===== config.mk =====
export PLATFORM = sky130hd
export DESIGN_NAME = rv_fetch_unit
export DESIGN_NICKNAME = d
export VERILOG_FILES = /design/src/rtl/rv_fetch_unit.sv
export SDC_FILE = /design/constraint.sdc
export NUM_CORES = 1
export LEC_CHECK = 0
export ABC_AREA = 1
export CORE_MARGIN = 2
export CORE_UTILIZATION = 53
export CTS_CLUSTER_DIAMETER = 100
export DETAILED_ROUTE_END_ITERATION = 10
export PLACE_DENSITY = 0.81
export SYNTH_ARGS = -nofsm -noshare
export SYNTH_HDL_FRONTEND = slang
export SYNTH_SLANG_ARGS = --single-unit

===== constraint.sdc =====
create_clock -name clk_i -period 5.3 [get_ports clk_i]
set_clock_uncertainty 0.15 [all_clocks]
set_input_delay 0.53 -clock clk_i [delete_from_list [all_inputs] [get_ports clk_i]]
set_output_delay 0.53 -clock clk_i [all_outputs]
set_load 0.02 [all_outputs]

===== src/rtl/rv_fetch_unit.sv =====
// Instruction fetch stage: PC register, one-outstanding-request memory handshake,
// redirect handling with in-flight response discard, and a small {pc, instr} buffer toward decode.
module rv_fetch_unit #(
  parameter int unsigned          XLEN       = 32,
  parameter int unsigned          ILEN       = 32,
  parameter logic [XLEN-1:0]      RESET_PC   = XLEN'(32'h0001_0094),
  parameter int unsigned          FIFO_DEPTH = 2
) (
  input  logic            clk_i,
  input  logic            arst_i,
  output logic [XLEN-1:0] instr_addr_o,
  output logic            instr_valid_o,
  input  logic [ILEN-1:0] instr_rdata_i,
  input  logic            instr_ready_i,
  input  logic            redirect_i,
  input  logic [XLEN-1:0] redirect_pc_i,
  output logic            fetch_valid_o,
  output logic [ILEN-1:0] fetch_instr_o,
  output logic [XLEN-1:0] fetch_pc_o,
  input  logic            fetch_ready_i
);

  localparam int unsigned PW = $clog2(FIFO_DEPTH);
  localparam int unsigned CW = PW + 1;
  localparam logic [CW-1:0] DEPTH_C = CW'(FIFO_DEPTH);

  typedef enum logic [1:0] {
    S_IDLE,
    S_REQ,
    S_DROP
  } state_t;

  state_t          r_state;
  state_t          w_state_nxt;
  logic [XLEN-1:0] r_pc;
  logic [XLEN-1:0] w_pc_nxt;
  logic [XLEN-1:0] r_pc_req;
  logic            w_capture;

  logic [PW-1:0]   r_wr_ptr;
  logic [PW-1:0]   r_rd_ptr;
  logic [CW-1:0]   r_count;
  logic [CW-1:0]   w_count_after_pop;
  logic [XLEN-1:0] r_fifo_pc    [FIFO_DEPTH];
  logic [ILEN-1:0] r_fifo_instr [FIFO_DEPTH];

  logic            w_push;
  logic            w_pop;
  logic            w_fetch_valid;
  logic [XLEN-1:0] w_redirect_pc;

  assign w_redirect_pc     = redirect_pc_i & ~XLEN'(3);
  assign w_fetch_valid     = (r_count != '0);
  assign w_pop             = w_fetch_valid && fetch_ready_i;
  assign w_push            = (r_state == S_REQ) && instr_ready_i && !redirect_i;
  assign w_count_after_pop = r_count - CW'(w_pop);

  assign instr_addr_o  = {2'b00, r_pc_req[XLEN-1:2]};
  assign fetch_valid_o = w_fetch_valid;
  assign fetch_pc_o    = w_fetch_valid ? r_fifo_pc[r_rd_ptr]    : '0;
  assign fetch_instr_o = w_fetch_valid ? r_fifo_instr[r_rd_ptr] : '0;

  always_ff @(posedge clk_i or posedge arst_i) begin
    if (arst_i) begin
      r_state  <= S_IDLE;
      r_pc     <= RESET_PC;
      r_pc_req <= RESET_PC;
    end else begin
      r_state <= w_state_nxt;
      r_pc    <= w_pc_nxt;
      if (w_capture) begin
        r_pc_req <= r_pc;
      end
    end
  end

  // r_pc_req holds the address for the whole transaction, so a redirect while
  // waiting (DROP) keeps presenting the stale address until memory answers.
  always_comb begin
    w_state_nxt   = r_state;
    w_pc_nxt      = r_pc;
    w_capture     = 1'b0;
    instr_valid_o = 1'b0;
    case (r_state)
      S_IDLE: begin
        if (redirect_i) begin
          w_pc_nxt = w_redirect_pc;
        end else if (w_count_after_pop < DEPTH_C) begin
          w_state_nxt = S_REQ;
          w_capture   = 1'b1;
        end
      end
      S_REQ: begin
        instr_valid_o = 1'b1;
        if (instr_ready_i) begin
          w_state_nxt = S_IDLE;
          w_pc_nxt    = redirect_i ? w_redirect_pc : r_pc + XLEN'(4);
        end else if (redirect_i) begin
          w_state_nxt = S_DROP;
          w_pc_nxt    = w_redirect_pc;
        end
      end
      S_DROP: begin
        instr_valid_o = 1'b1;
        if (redirect_i) begin
          w_pc_nxt = w_redirect_pc;
        end
        if (instr_ready_i) begin
          w_state_nxt = S_IDLE;
        end
      end
      default: begin
        w_state_nxt = S_IDLE;
      end
    endcase
  end

  always_ff @(posedge clk_i or posedge arst_i) begin
    if (arst_i) begin
      r_wr_ptr <= '0;
      r_rd_ptr <= '0;
      r_count  <= '0;
    end else if (redirect_i) begin
      r_wr_ptr <= '0;
      r_rd_ptr <= '0;
      r_count  <= '0;
    end else begin
      if (w_push) begin
        r_wr_ptr <= r_wr_ptr + PW'(1);
      end
      if (w_pop) begin
        r_rd_ptr <= r_rd_ptr + PW'(1);
      end
      r_count <= r_count + CW'(w_push) - CW'(w_pop);
    end
  end

  always_ff @(posedge clk_i) begin
    if (w_push) begin
      r_fifo_pc[r_wr_ptr]    <= r_pc_req;
      r_fifo_instr[r_wr_ptr] <= instr_rdata_i;
    end
  end

  a_no_overflow: assert property (@(posedge clk_i) disable iff (arst_i)
    !(w_push && !w_pop && (r_count == DEPTH_C)));

endmodule


Word-level counts from Yosys, hierarchy flattened
Memory sizes are Yosys's and may differ from the RTL's.
Index checks and enable logic that the tools add are counted.
{ "op_classes": {"add_sub_neg": 6, "mux": 23, "order_cmp": 1, "n_eq_ne": 6, "reduce_logical": 12} }
{ "ops": {"columns": ["operator", "n"], "rows": [
  ["$mux 32", 5],
  ["$pmux 32 s2", 1],
  ["$add 32x3->32 const B", 1],
  ["$mux 2", 6],
  ["$mux 1", 10],
  ["$reduce_bool 2->1", 4],
  ["$ne 2x2->1 const B", 3],
  ["$pmux 2 s3", 1],
  ["$reduce_and 4->1", 1],
  ["$reduce_or 2->1", 2],
  ["$sub 2x1->2", 2],
  ["$logic_and 1x1->1", 3],
  ["$ne 3x3->1 const B", 1],
  ["$add 1x1->1 const B", 2],
  ["$add 2x1->2", 1],
  ["$eq 2x1->1 const B", 1],
  ["$eq 2x2->1 const B", 1],
  ["$logic_not 2->1", 1],
  ["$lt 2x2->1 const B", 1],
  ["$logic_not 1->1", 1]
]} }
{ "totals": {"register_bits": 70, "elab_cells": 56, "mem_count": 2, "input_bits": 69, "mem_bits_rw": 128, "out_inout_bits": 98} }
{ "mem_list": {"columns": ["memory", "depth", "word_bits", "rd", "rd_ports_with_merged_regs", "write_ports", "line_no", "rtl"], "rows": [
  ["r_fifo_instr", 2, 32, 1, 0, 1, "45", "logic [ILEN-1:0] r_fifo_instr [FIFO_DEPTH];"],
  ["r_fifo_pc", 2, 32, 1, 0, 1, "44", "logic [XLEN-1:0] r_fifo_pc [FIFO_DEPTH];"]
]} }

Logic depth before layout (Yosys ltp)
Gate-level depths: netlist of the first run.
{ "depth": {"depth_word": 7, "depth_mapped": 12, "ltp_nobuf": 12} }

Worst setup path before layout of the first run
No wires, ideal clock.
{ "synth_path": {"path_type": "input -> register", "start": "input port redirect_i", "end": "memory r_fifo_instr[0][0] (enable)", "arrival_ps": 3494, "required_ps": 4664, "setup_ps": 486, "path_buffers": 0, "path_slack_ps": 1169, "path_stages": 3, "path_cell_list": "clkinv_1 nand3_1 nor2_1"} }
{ "synth_between": {"elab_chain_cells": 4} }
{ "synth_lines": {"columns": ["element", "line_no", "rtl"], "rows": [
  ["from (decl)", "15", "input logic redirect_i,"],
  ["$logic_not 1->1", "55", "assign w_push = (r_state == S_REQ) && instr_ready_i && !redirect_i;"],
  ["$logic_and 1x1->1", "55", null],
  ["$mux 1", "139", "if (w_push) begin"],
  ["$mux 1 (implied by the code)", "141", "r_fifo_instr[r_wr_ptr] <= instr_rdata_i;"],
  ["to (decl)", "45", null]
]} }
No other way between the ends.

Final worst setup path of the first run
{ "layout_path": {"start": "register r_count[1]", "end": "output port fetch_instr_o[8]"} }
{ "layout_between": {"elab_chain_cells": 2} }
{ "layout_lines": {"columns": ["element", "line_no", "rtl"], "rows": [
  ["from (decl)", "42", "logic [CW-1:0] r_count;"],
  ["from (signal assigned)", "134", "r_count <= r_count + CW'(w_push) - CW'(w_pop);"],
  ["$reduce_bool 2->1", "53", "assign w_fetch_valid = (r_count != '0);"],
  ["$mux 32", "61", "assign fetch_instr_o = w_fetch_valid ? r_fifo_instr[r_rd_ptr] : '0;"],
  ["to (decl)", "18", "output logic [ILEN-1:0] fetch_instr_o,"]
]} }
No other way between the ends.

==> results of run 1 <==
-- area by class of cell --
| class | count | area [µm²] | area share |
|---|---|---|---|
| Timing Repair Buffer | 171 | 1700 | 0.152 |
| Sequential cell | 198 | 5610 | 0.502 |
| Clock inverter | 14 | 144 | 0.0129 |
| Multi-Input combinational cell | 585 | 2740 | 0.246 |
| Tap cell | 220 | 275 | 0.0246 |
| Clock buffer | 17 | 425 | 0.0381 |
| Inverter | 73 | 274 | 0.0245 |
-- metal layers --
layer / global-route usage / vias up
met4: 0.0561 / 0
met5: 0 / -
met1: 0.323 / 3194
met3: 0.0559 / 12
li1: - / 3303
met2: 0.368 / 284
-- worst register-to-register path: cells and delay by family (launching register included) --
| family | cells | cell delay [ns] |
|---|---|---|
| AO/OA/AOI/OAI | 1 | 0.19 |
| buffers and inverters | 3 | 0.26 |
| AND/OR/NAND/NOR | 5 | 1.33 |
| adder cells (fa/ha/maj) | 1 | 0.27 |
| flip-flops | 1 | 0.41 |
-- cell families after synthesis --
kind of cell,Yosys count,share of synthesized area
AO/OA/AOI/OAI,152,0.0891
XOR/XNOR,7,0.00681
adder cells (fa/ha/maj),7,0.00973
buffers and inverters,143,0.0756
flip-flops,198,0.623
multiplexers,2,0.00250
other,1,0.000416
AND/OR/NAND/NOR,415,0.193
-- per-stage QoR --
stage | util | setup slack [ns] | power [W]
floorplan | - | 1.17 | 0.00373
global placement | 0.639 | 2.18 | 0.00456
detailed placement | 0.639 | 2.12 | 0.00461
CTS | 0.674 | 1.72 | 0.00585
global route | 0.674 | 1.58 | 0.00613
finish | 0.674 | 1.76 | 0.00583
-- synth_stat cells, types with 8 or more instances --
cell type / instances / area [µm²]
nand2_1: 276 / 1040
edfxtp_1: 128 / 3840
a21oi_1: 83 / 415
inv_1: 67 / 251
dfrtp_1: 62 / 1550
nor2_1: 59 / 221
o21ai_0: 46 / 230
nand3_1: 43 / 215
buf_4: 32 / 240
clkbuf_1: 20 / 75.1
buf_2: 13 / 65.1
nand4_1: 11 / 68.8
dfstp_2: 8 / 210
nor2_2: 8 / 50.1
o21ai_1: 8 / 40.0
-- flip-flops by register name (all words and copies together), names as in the netlist --
name / count
r_fifo_instr: 64
r_fifo_pc: 64
r_pc: 32
r_pc_req: 32
r_count: 2
r_state: 2
r_rd_ptr: 1
r_wr_ptr: 1
-- layout by cell type (no fill, tap or decap), drive strengths merged, types with 2 or more instances in the layout --
cell           count
ha                 7
nand2            283
clkinvlp           2
dfstp              8
clkdlybuf4s50    162
a21oi             83
clkinv             7
o21ai             54
mux2               2
nor2              72
clkbuf            17
nor3               6
buf                9
nand4             11
nand3             43
conb               2
o211ai             6
o221ai             5
inv               77
dfrtp             62
xor2               6
edfxtp           128
-- power groups by stage --
stage	registers, W	logic, W	clock network, W
after floorplan	0.00224	0.00148	0
after global placement	0.00232	0.00224	0
after detailed placement	0.00233	0.00228	0
after CTS	0.00230	0.00229	0.00125
after global routing	0.00235	0.00247	0.00131
final	0.00231	0.00228	0.00124
-- worst paths after layout --
check / slack (ns) / endpoint / from / cells past startpoint
max in group asynchronous: 3.52 / r_pc_req[16]$_DFFE_PP1P_ / arst_i / 3
hold / removal: 0.32 / r_fifo_pc[0][0]$_DFFE_PP_ / r_pc_req[0]$_DFFE_PP0P_ / 0
setup / recovery: 1.76 / fetch_instr_o[8] / r_count[1]$_DFF_PP0_ / 4
hold reg to reg: 0.32 / r_fifo_pc[0][0]$_DFFE_PP_ / r_pc_req[0]$_DFFE_PP0P_ / 0
min in group asynchronous: 0.52 / r_pc_req[8]$_DFFE_PP0P_ / arst_i / 2
setup reg to reg: 2.55 / r_pc[13]$_DFFE_PP0P_ / r_state[0]$_DFFE_PP0P_ / 10
==> impl_metrics.csv, run 1 <==
group,metric,value,unit
yosys,synth-seq-cells,198,
power_and_ir_drop,p_leak,4.38,nW
timing,finalSetupViolCount,0,
timing,hold_slack,0.323,ns
floorplan,core_area,16600,µm²
finish,nets,1122,
finish,filler_cell_count,1258,
routing,final_antenna_net_count,0,
place,gp_congestion,0.958,
power_and_ir_drop,p_per_area,522,nW/µm²
cts,path_clk_slew,0.07,ns
critical_path,endpoint_kind,"output pin",
global_routing,grt_usage,0.231,
power_and_ir_drop,clockPowerShare,0.213,
cts,clk-insertion-delay-late,0.43,ns
routing,met3_wirelength,1.62,mm
yosys,synth_ff_type,"edfxtp_1",
yosys,synth_edf_count,128,
routing,wl_per_cell,16.0,µm
timing,rsz0062_at_grt,"no",
timing,hold_viol,0,
critical_path,path_buf_inv,2,
job,cap_violations,0,
routing,wl_met1,8.86,mm
finish,syn2layout_area_growth,24.1,%
floorplan,fp.dieArea,18000,µm²
cts,cts_tree,"yes",
finish,final_cells,1278,
power_and_ir_drop,switching_share,0.385,
yosys,yosysUniqueCellTypes,35,
critical_path,critPathKind,"reg2out",
critical_path,arrival,2.86,ns
critical_path,critPathLaunchType,"register",
critical_path,critPathTopFamily,"buffers and inverters",
cts,cts_resized,0,
routing,routed.top_layer,"met4",
cts,cts_buffers,17,
routing,first_iter_violations,583,
timing,worst_pin_slew,1.15,ns
timing,fin_crit,3.54,ns
power_and_ir_drop,p_sw,0.00224,W
power_and_ir_drop,ir_drop,0.281,mV
finish,antenna_cells,0,
power_and_ir_drop,comb_power_share,0.391,
hold_path,hold_class,"reg2reg",
global_routing,grt_max_degree,67,
routing,wl_met2,9.81,mm
cts,cts_setup_buffers,0,
cts,clockBufferDepth,2,
yosys,syn_inst,925,
power_and_ir_drop,intPower,0.00358,W
place,hpwlAfterDp,13.4,mm
timing,relSlewSlack,0.232,
finish,drive_gt1_frac,0.0766,
critical_path,cp_slowest_stage_delay,0.90,ns
timing,fmax,282,MHz
global_routing,antenna_found_initial,0,
yosys,avgSynthCellArea,9.73,µm²
yosys,yosysSeqAreaShare,0.623,
power_and_ir_drop,seqPwrFrac,0.397,
critical_path,crit_slowest_cell,"nor2_4",
floorplan,start_util,0.543,
timing,period_share,0.668,
yosys,synth_warnings,0,
timing,setup_tns,0,ns
routing,drc,0,
cts,hold_buffers,0,
routing,dr.pass1.iters,5,
cts,h-tree-depth,4,
critical_path,path_cells,"nor2_4 -> buf_4 -> a21oi_1 -> clkdlybuf4s50_1",
floorplan,fp-row-count,47,
yosys,syn_area,9000,µm²
critical_path,crit_path_max_fanout,45,
place,portBuffers,162,
cts,clock_sinks,198,
critical_path,crit_required,4.62,ns
routing,viasPerCell,5.32,
cts,root_buffer,"clkbuf_16",
finish,postLayoutCellArea,11200,µm²
yosys,async_flop_share,0.354,
global_routing,grt-ovfl-total,0,
timing,slew_violations,0,
place,dpl-instance-area,10600,µm²
global_routing,grt_pass1_vias,6313,
outcome,status,"completed",
place,dp_cells,1247,
global_routing,grt_pass1_wl,32.4,mm
floorplan,ioPinCount,167,
routing,dr_total_vias,6793,
routing,totalWireLength,20.4,mm
floorplan,fp.dieH,134,µm
floorplan,die_w,134,µm
Power figures use the tool's default switching activity.
==> inputs of run 2 (changes only) <==
- CORE_UTILIZATION: 53 -> 47
- PLACE_DENSITY: 0.81 -> 0.76
- clock period: 5.3 -> 3.25 ns (I/O delays scaled with it)
==> run 2 against run 1 <==
  * Total power is 65% higher
  * Sequential power increased by 64%
  * Core utilization decreased by 7.1 points
  * Count of clock-buffer cells in the layout stayed put
  * Non-clock buffer count rose by 8
  * Clock power is 68% higher
  * Critical path depth grew 1
  * Critical path type unchanged
  * Die area rose by 12%
==> impl_metrics.csv, run 2 (synthesized netlist as in run 1, its figures left out) <==
group,metric,value,unit
outcome,status,"completed",
critical_path,critPathTopFamily,"buffers and inverters",
timing,period_share,0.899,
hold_path,hold_class,"in2async",
critical_path,path_cells,"inv_2 -> buf_4 -> nand2_1 -> a21oi_1 -> clkdlybuf4s50_1",
power_and_ir_drop,totalPowerFinal,0.00964,W
finish,final_cells,1301,
place,gp_congestion,0.927,
timing,relSlewSlack,0.477,
global_routing,grt_max_degree,67,
routing,first_iter_violations,537,
timing,slew_violations,0,
critical_path,cp_slowest_stage_delay,0.66,ns
critical_path,critPathLaunchType,"register",
cts,clockBufferDepth,2,
floorplan,die_w,142,µm
cts,path_clk_slew,0.07,ns
finish,syn2layout_area_growth,25.7,%
routing,viasPerCell,5.25,
global_routing,grt_usage,0.215,
routing,met3_wirelength,1.46,mm
global_routing,antenna_found_initial,0,
cts,hold_buffers,0,
floorplan,fp-row-count,50,
cts,h-tree-depth,4,
timing,fmax,342,MHz
cts,cts_tree,"yes",
timing,fin_crit,2.92,ns
finish,drive_gt1_frac,0.0843,
power_and_ir_drop,p_leak,4.43,nW
floorplan,fp.dieArea,20300,µm²
critical_path,crit_path_max_fanout,28,
cts,clk-insertion-delay-late,0.43,ns
routing,routed.top_layer,"met4",
job,cap_violations,0,
routing,totalWireLength,21.6,mm
timing,finalSetupViolCount,0,
routing,dr_total_vias,6831,
timing,rsz0062_at_grt,"no",
routing,final_antenna_net_count,0,
cts,root_buffer,"clkbuf_16",
floorplan,core_area,18800,µm²
cts,cts_resized,0,
finish,mostFrequentLayoutCells,"276 x nand2_1, 162 x clkdlybuf4s50_1, 128 x edfxtp_1",
routing,wl_per_cell,16.6,µm
timing,worst_pin_slew,0.784,ns
finish,final_common_cell,"nand2_1",
finish,antenna_cells,0,
power_and_ir_drop,p_per_area,851,nW/µm²
floorplan,ioPinCount,167,
cts,cts_setup_buffers,0,
floorplan,fp.dieH,142,µm
place,dp_cells,1269,
global_routing,grt_pass1_vias,6608,
finish,seq_area,5610,µm²
timing,hold_viol,0,
cts,cts_buffers,17,
critical_path,r2r_slack,0.88,ns
critical_path,path_buf_inv,3,
critical_path,crit_required,2.77,ns
finish,nets,1130,
floorplan,start_util,0.480,
finish,filler_cell_count,1603,
routing,wl_met2,10.2,mm
global_routing,grt-ovfl-total,0,
finish,reg_top3,"r_fifo_instr: 64 flops, r_fifo_pc: 64 flops",
critical_path,critPathKind,"reg2out",
critical_path,arrival,2.45,ns
power_and_ir_drop,ir_drop,0.406,mV
routing,dr.pass1.iters,5,
critical_path,crit_slowest_cell,"clkdlybuf4s50_1",
place,hpwlAfterDp,14.9,mm
critical_path,endpoint_kind,"output pin",
cts,clock_sinks,198,
place,portBuffers,162,
routing,drc,0,
global_routing,grt_pass1_wl,34.0,mm
finish,multiInputGateArea,2740,µm²
routing,wl_met1,9.62,mm
run 2: final timing paths:
| check | startpoint | endpoint | cells past startpoint |
|---|---|---|---|
| worst max register to register | r_state[0]$_DFFE_PP0P_ | r_pc[13]$_DFFE_PP0P_ | 10 |
| worst min-delay path | arst_i | r_pc_req[3]$_DFFE_PP0P_ | 2 |
| worst min register to register | r_pc_req[1]$_DFFE_PP0P_ | r_fifo_pc[1][1]$_DFFE_PP_ | 0 |
| max in group asynchronous | arst_i | r_pc_req[16]$_DFFE_PP1P_ | 3 |
| worst max-delay path | r_rd_ptr$_DFFE_PP0P_ | fetch_pc_o[9] | 5 |
| min in group clk_i | redirect_pc_i[7] | r_pc[7]$_DFFE_PP1P_ | 3 |
run 2: through the flow:
step                area [µm²]  hold WS, ns  setup WS, ns   util  setup TNS, ns
finish                   11300        0.162         0.328  0.603              0
global route             11300        0.240         0.132  0.603              0
CTS                      11300        0.174         0.267  0.603              0
detailed placement       10700        0.313         0.728  0.572              0
global placement         10700        0.304         0.750  0.572              0
floorplan                 9010        0.270        -0.874      -        -111.83
run 2: power by group:
| group | leakage (nW) | switching, W | internal [W] | total (W) |
|---|---|---|---|---|
| combinational | 2.13 | 0.00228 | 0.00150 | 0.00378 |
| sequential | 2.03 | 0.000468 | 0.00331 | 0.00378 |
| clock | 0.278 | 0.000984 | 0.00109 | 0.00208 |
run 2: metal layers:
layer | vias to the layer above | track usage
li1 | 3306 | -
met1 | 3216 | 0.295
met2 | 274 | 0.349
met3 | 35 | 0.0404
met4 | 0 | 0.0714
met5 | - | 0
run 2: cell type report:
| type | instances | share of cell area |
|---|---|---|
| Clock inverter | 15 | 0.0145 |
| Multi-Input combinational cell | 585 | 0.242 |
| Inverter | 73 | 0.0242 |
| Tap cell | 234 | 0.0259 |
| Sequential cell | 198 | 0.495 |
| Clock buffer | 17 | 0.0376 |
| Timing Repair Buffer | 179 | 0.160 |
